### config.mk
export PLATFORM = sky130hd
export DESIGN_NAME = mem_bus_arbiter
export DESIGN_NICKNAME = d
export VERILOG_FILES = /design/src/rtl/mem_bus_arbiter.sv
export SDC_FILE = /design/constraint.sdc
export NUM_CORES = 1
export LEC_CHECK = 0
export ABC_AREA = 1
export CAP_MARGIN = 20
export CORE_AREA = 2 2 107 109
export CTS_CLUSTER_DIAMETER = 50
export DETAILED_ROUTE_END_ITERATION = 7
export DIE_AREA = 0 0 109 111
export PLACE_DENSITY = 0.86
export SYNTH_ARGS = -nofsm -noshare
export SYNTH_HDL_FRONTEND = slang
export SYNTH_SLANG_ARGS = --single-unit
### constraint.sdc
create_clock -name clk -period 2.3 [get_ports clk]
set_input_delay 0.23 -clock clk [delete_from_list [all_inputs] [get_ports clk]]
set_output_delay 0.23 -clock clk [all_outputs]
set_load 0.005 [all_outputs]
### src/rtl/mem_bus_arbiter.sv
// Shares the single memory bus between the IF and MEM pipeline stages. MEM has fixed priority.
// Optional grant watchdog: define BUS_ARB_TIMEOUT_EN to abort grants that wait TIMEOUT_CYCLES without bus_ack.
module mem_bus_arbiter #(
  parameter int TIMEOUT_CYCLES = 16
) (
  input  logic        clk,
  input  logic        rst,
  input  logic        if_req,
  input  logic [31:0] if_addr,
  output logic [31:0] if_rdata,
  output logic        if_ack,
  input  logic        mem_req,
  input  logic        mem_we,
  input  logic [3:0]  mem_be,
  input  logic [31:0] mem_addr,
  input  logic [31:0] mem_wdata,
  output logic [31:0] mem_rdata,
  output logic        mem_ack,
  output logic        bus_req,
  output logic        bus_we,
  output logic [3:0]  bus_be,
  output logic [31:0] bus_addr,
  output logic [31:0] bus_wdata,
  input  logic [31:0] bus_rdata,
  input  logic        bus_ack,
  output logic        stall_req,
  output logic        timeout_err
);

  typedef enum logic [1:0] {IDLE, GNT_MEM, GNT_IF} state_t;

  state_t state, state_nxt;
  logic   abort;
  logic   done;

  if (TIMEOUT_CYCLES < 1 || TIMEOUT_CYCLES > 255) begin : g_bad_timeout
    $error("mem_bus_arbiter: TIMEOUT_CYCLES must be within 1..255");
  end

`ifdef BUS_ARB_TIMEOUT_EN
  localparam logic [7:0] TMO_LAST = 8'(TIMEOUT_CYCLES - 1);
  logic [7:0] tmo_cnt;

  // Held at zero while idle, so every grant starts counting from zero.
  always_ff @(posedge clk) begin
    if (rst)                 tmo_cnt <= '0;
    else if (state == IDLE)  tmo_cnt <= '0;
    else if (!bus_ack)       tmo_cnt <= tmo_cnt + 8'd1;
  end

  assign abort = (state != IDLE) && !bus_ack && (tmo_cnt == TMO_LAST) && !rst;
`else
  assign abort = 1'b0;
`endif

  assign timeout_err = abort;
  // A reset in the same cycle as bus_ack suppresses the completion.
  assign done        = (state != IDLE) && (bus_ack || abort) && !rst;
  assign bus_req     = (state != IDLE);
  assign stall_req   = (if_req & ~if_ack) | (mem_req & ~mem_ack);

  // NOTE: sequential state uses non-blocking assignments so every register samples pre-edge values.
  always_ff @(posedge clk) begin
    if (rst) state <= IDLE;
    else     state <= state_nxt;
  end

  // NOTE: every output of this block gets a default first, so no path can infer a latch.
  always_comb begin
    state_nxt = state;
    if_ack    = 1'b0;
    if_rdata  = '0;
    mem_ack   = 1'b0;
    mem_rdata = '0;
    unique case (state)
      IDLE: begin
        if (mem_req)     state_nxt = GNT_MEM;
        else if (if_req) state_nxt = GNT_IF;
      end
      GNT_MEM: begin
        if (done) begin
          mem_ack   = 1'b1;
          mem_rdata = bus_ack ? bus_rdata : '0;
          state_nxt = IDLE;
        end
      end
      GNT_IF: begin
        if (done) begin
          if_ack    = 1'b1;
          if_rdata  = bus_ack ? bus_rdata : '0;
          state_nxt = IDLE;
        end
      end
      default: state_nxt = IDLE;
    endcase
  end

  // Transaction fields are captured only at arbitration and held for the whole grant.
  always_ff @(posedge clk) begin
    if (rst) begin
      bus_we    <= 1'b0;
      bus_be    <= '0;
      bus_addr  <= '0;
      bus_wdata <= '0;
    end else if (state == IDLE) begin
      if (mem_req) begin
        bus_we    <= mem_we;
        bus_be    <= mem_be;
        bus_addr  <= mem_addr;
        bus_wdata <= mem_wdata;
      end else if (if_req) begin
        bus_we    <= 1'b0;
        bus_be    <= 4'b1111;
        bus_addr  <= if_addr;
        bus_wdata <= '0;
      end
    end
  end

endmodule

==> impl_metrics.env <==
export IMPL_finalSetupViolations=0
export IMPL_dominantRegCellSynth="dfxtp_1"
export IMPL_setup_ws_ns=0.0192
export IMPL_syn_num_nets=677
export IMPL_cp_arrival_ns=2.05
export IMPL_antenna_found_initial=0
export IMPL_clkLatencyLatePin_ns=0.33
export IMPL_final_core_util=0.608
export IMPL_postRouteAntennaNets=0
export IMPL_grt_start_max_net_pins=38
export IMPL_cpPeakStageDelay_ns=0.54
export IMPL_worstReg2RegEnd="bus_wdata[7]"
export IMPL_antenna_cells=0
export IMPL_vdd_drop_max_v=0.000449
export IMPL_first_global_vias=3909
export IMPL_synth_cells=536
export IMPL_drive_above_1_share=0.0571
export IMPL_routed_via_density=4.43
export IMPL_nFillCells=959
export IMPL_numCtsBuffers=9
export IMPL_hp_class="register to register"
export IMPL_drv_cap=0
export IMPL_initial_core_util=0.311
export IMPL_critPathSlowestCell="clkdlybuf4s50_1"
export IMPL_fmax_mhz=438
export IMPL_grt_ovfl_total=0
export IMPL_dp_hpwl_um=9390
export IMPL_reg2reg_from="state[1]"
export IMPL_htree_levels=3
export IMPL_dr_total_vias=4203
export IMPL_rsz0062_at_grt="true"
export IMPL_synthTopCellsByArea="dfxtp_1 (41%), nand2_1 (18%), nor2_1 (15%)"
export IMPL_critPathRequiredTime_ns=2.07
export IMPL_finalHoldViolations=0
export IMPL_rrSetupSlack_ns=0.53
export IMPL_synth_edff_count=0
export IMPL_port_buffers=274
export IMPL_holdBufCountCts=0
export IMPL_num_nets_final=942
export IMPL_ys_top_cells_by_count="nand2_1 (168), nor2_1 (135), dfxtp_1 (71)"
export IMPL_powerDensity_nw_per_um2=659
export IMPL_clk_pin_slew_worst_paths_ns=0.05
export IMPL_hold_path_end="bus_wdata[4]"
export IMPL_synth_seq_cells=71
export IMPL_synth_area_per_cell_um2=6.43
export IMPL_tightest_slew_ns=0.534
export IMPL_p_leak_nw=3.56
export IMPL_gp_congestion=0.815
export IMPL_synth_top_area_cell="dfxtp_1"
export IMPL_post_drt_wl_per_cell_um=13.8
export IMPL_yosysMostFrequentCell="nand2_1"
export IMPL_grt_pass1_wl_um=19400
export IMPL_drc=0
export IMPL_slew_headroom=0.643
export IMPL_drtIter0Drc=217
export IMPL_r2r_cells=9
export IMPL_clock_skew_ns=0.00968
export IMPL_cp_max_fo=32
export IMPL_clock_root_buffer="clkbuf_16"
export IMPL_ios=276
export IMPL_synth_top_area_frac=0.413
export IMPL_cts_sinks=71
export IMPL_ys_types=21
export IMPL_period_needed_ns=2.28
export IMPL_area_delta_synth_final_pct=95.4
export IMPL_period_share=0.992
export IMPL_dieArea_um2=12100
export IMPL_core_region_area_um2=11100
export IMPL_cts_buffer_depth=2
export IMPL_hold_start="bus_wdata[4]"
export IMPL_rows=39
export IMPL_ys_seq_area_frac=0.413
export IMPL_crit_path_cell_trace="inv_1 -> ha_2 -> inv_2 -> nand3_4 -> nor2_4 -> inv_8 -> nor2_1 -> clkdlybuf4s50_1"
export IMPL_pre_cts_ws_ns=0.0689
export IMPL_yosys_warnings=0
export IMPL_netlist_area_um2=3440
export IMPL_holdWs_ns=0.456
export IMPL_end_kind="output port"
export IMPL_die_h_um=111
export IMPL_startpoint_type="register"
export IMPL_finalMaxSlewViolations=0
export IMPL_critical_path_class="register to output port"
export IMPL_wirelength_um=13100
export IMPL_firstDrtPassIters=4
export IMPL_outcome="finished, final reports clean"
export IMPL_die_w_um=109
export IMPL_grt_use_total=0.209
export IMPL_cts_tree="done"
export IMPL_synthArstFlopShare=0
export IMPL_hold_path_cell_count=2
-- what timing repair did --
item | CTS | global route
gates resized for setup | 18 | 38
cloned | 2 | 0
buffers inserted | 3 | 1
setup endpoints to repair | 64 | 63
pin swaps | 2 | 2
-- area by class of cell --
cell class              count  area [µm²]  area share
repair buffers            287        2950       0.439
multi-input cells         386        1620       0.240
flip-flops and latches     71        1420       0.212
clock buffers              11         253      0.0376
inverters                  44         185      0.0275
well taps                 143         179      0.0266
clock inverters             5         104      0.0154
repair inverters            2        15.0     0.00223
-- cell families after synthesis --
| kind of cell | synth area share |
|---|---|
| compound gates | 0.110 |
| fa+ha+maj | 0.0109 |
| buf+inv | 0.124 |
| flops | 0.413 |
| other cells | 0.00109 |
| simple gates | 0.341 |
-- per-stage QoR --
stage / instance area, µm² / std cells / power, W / setup TNS, ns
floorplan: 3440 / 536 / 0.00210 / 0
global placement: 6190 / 927 / 0.00278 / 0
detailed placement: 6190 / 927 / 0.00281 / 0
CTS: 6630 / 948 / 0.00448 / 0
global route: 6730 / 949 / 0.00469 / -1.13
finish: 6730 / 949 / 0.00444 / 0
-- critical path: cells and delay by family (launching register included) --
family | cells | cell delay (ns)
simple gates | 3 | 0.41
buf+inv | 4 | 0.78
flops | 1 | 0.34
fa+ha+maj | 1 | 0.19
-- power by group --
group | switching, W | total [W] | leakage, nW | internal, W
clock | 0.000523 | 0.00164 | 0.176 | 0.00112
combinational | 0.000589 | 0.00130 | 2.80 | 0.000706
sequential | 0.0000906 | 0.00150 | 0.587 | 0.00141
-- cells in the final DEF, fill, tap and decap left out, types with 2 or more instances in the layout --
cell	n
nor2_2	2
dfxtp_1	69
bufinv_16	3
inv_4	3
dfxtp_2	2
clkdlybuf4s50_1	233
clkbuf_16	9
nor2_4	2
inv_8	2
o21ai_0	10
buf_12	2
o21ai_1	26
ha_1	2
a21oi_1	35
clkbuf_8	2
buf_4	11
inv_2	2
nor2_1	134
nand2_1	168
inv_1	37
nand3_1	2
dlygate4sd2_1	4
dlymetal6s2s_1	37
-- flip-flops by register name, summed over array words and instances, names as in the netlist --
| signal | flops |
|---|---|
| bus_addr | 32 |
| bus_be | 4 |
| bus_wdata | 32 |
| bus_we | 1 |
| state | 2 |
-- metal layers --
metal / up-vias / GRT usage / part of all wire
li1: 2155 / - / -
met1: 1845 / 0.205 / 0.36
met2: 172 / 0.376 / 0.51
met3: 31 / 0.0841 / 0.094
met4: 0 / 0.0949 / 0.036
met5: - / 0 / 0
-- worst max-delay path by stage --
stage,startpoint,to,slack (ns)
detailed placement,rst,mem_rdata[5],0.07
floorplan,state[0],mem_rdata[21],0.73
CTS,state[1],if_rdata[21],0.003
global route,state[0],mem_rdata[2],-0.11
global placement,rst,if_rdata[11],0.11
finish,state[1],mem_rdata[2],0.02
(Power assumes the default switching activity.)
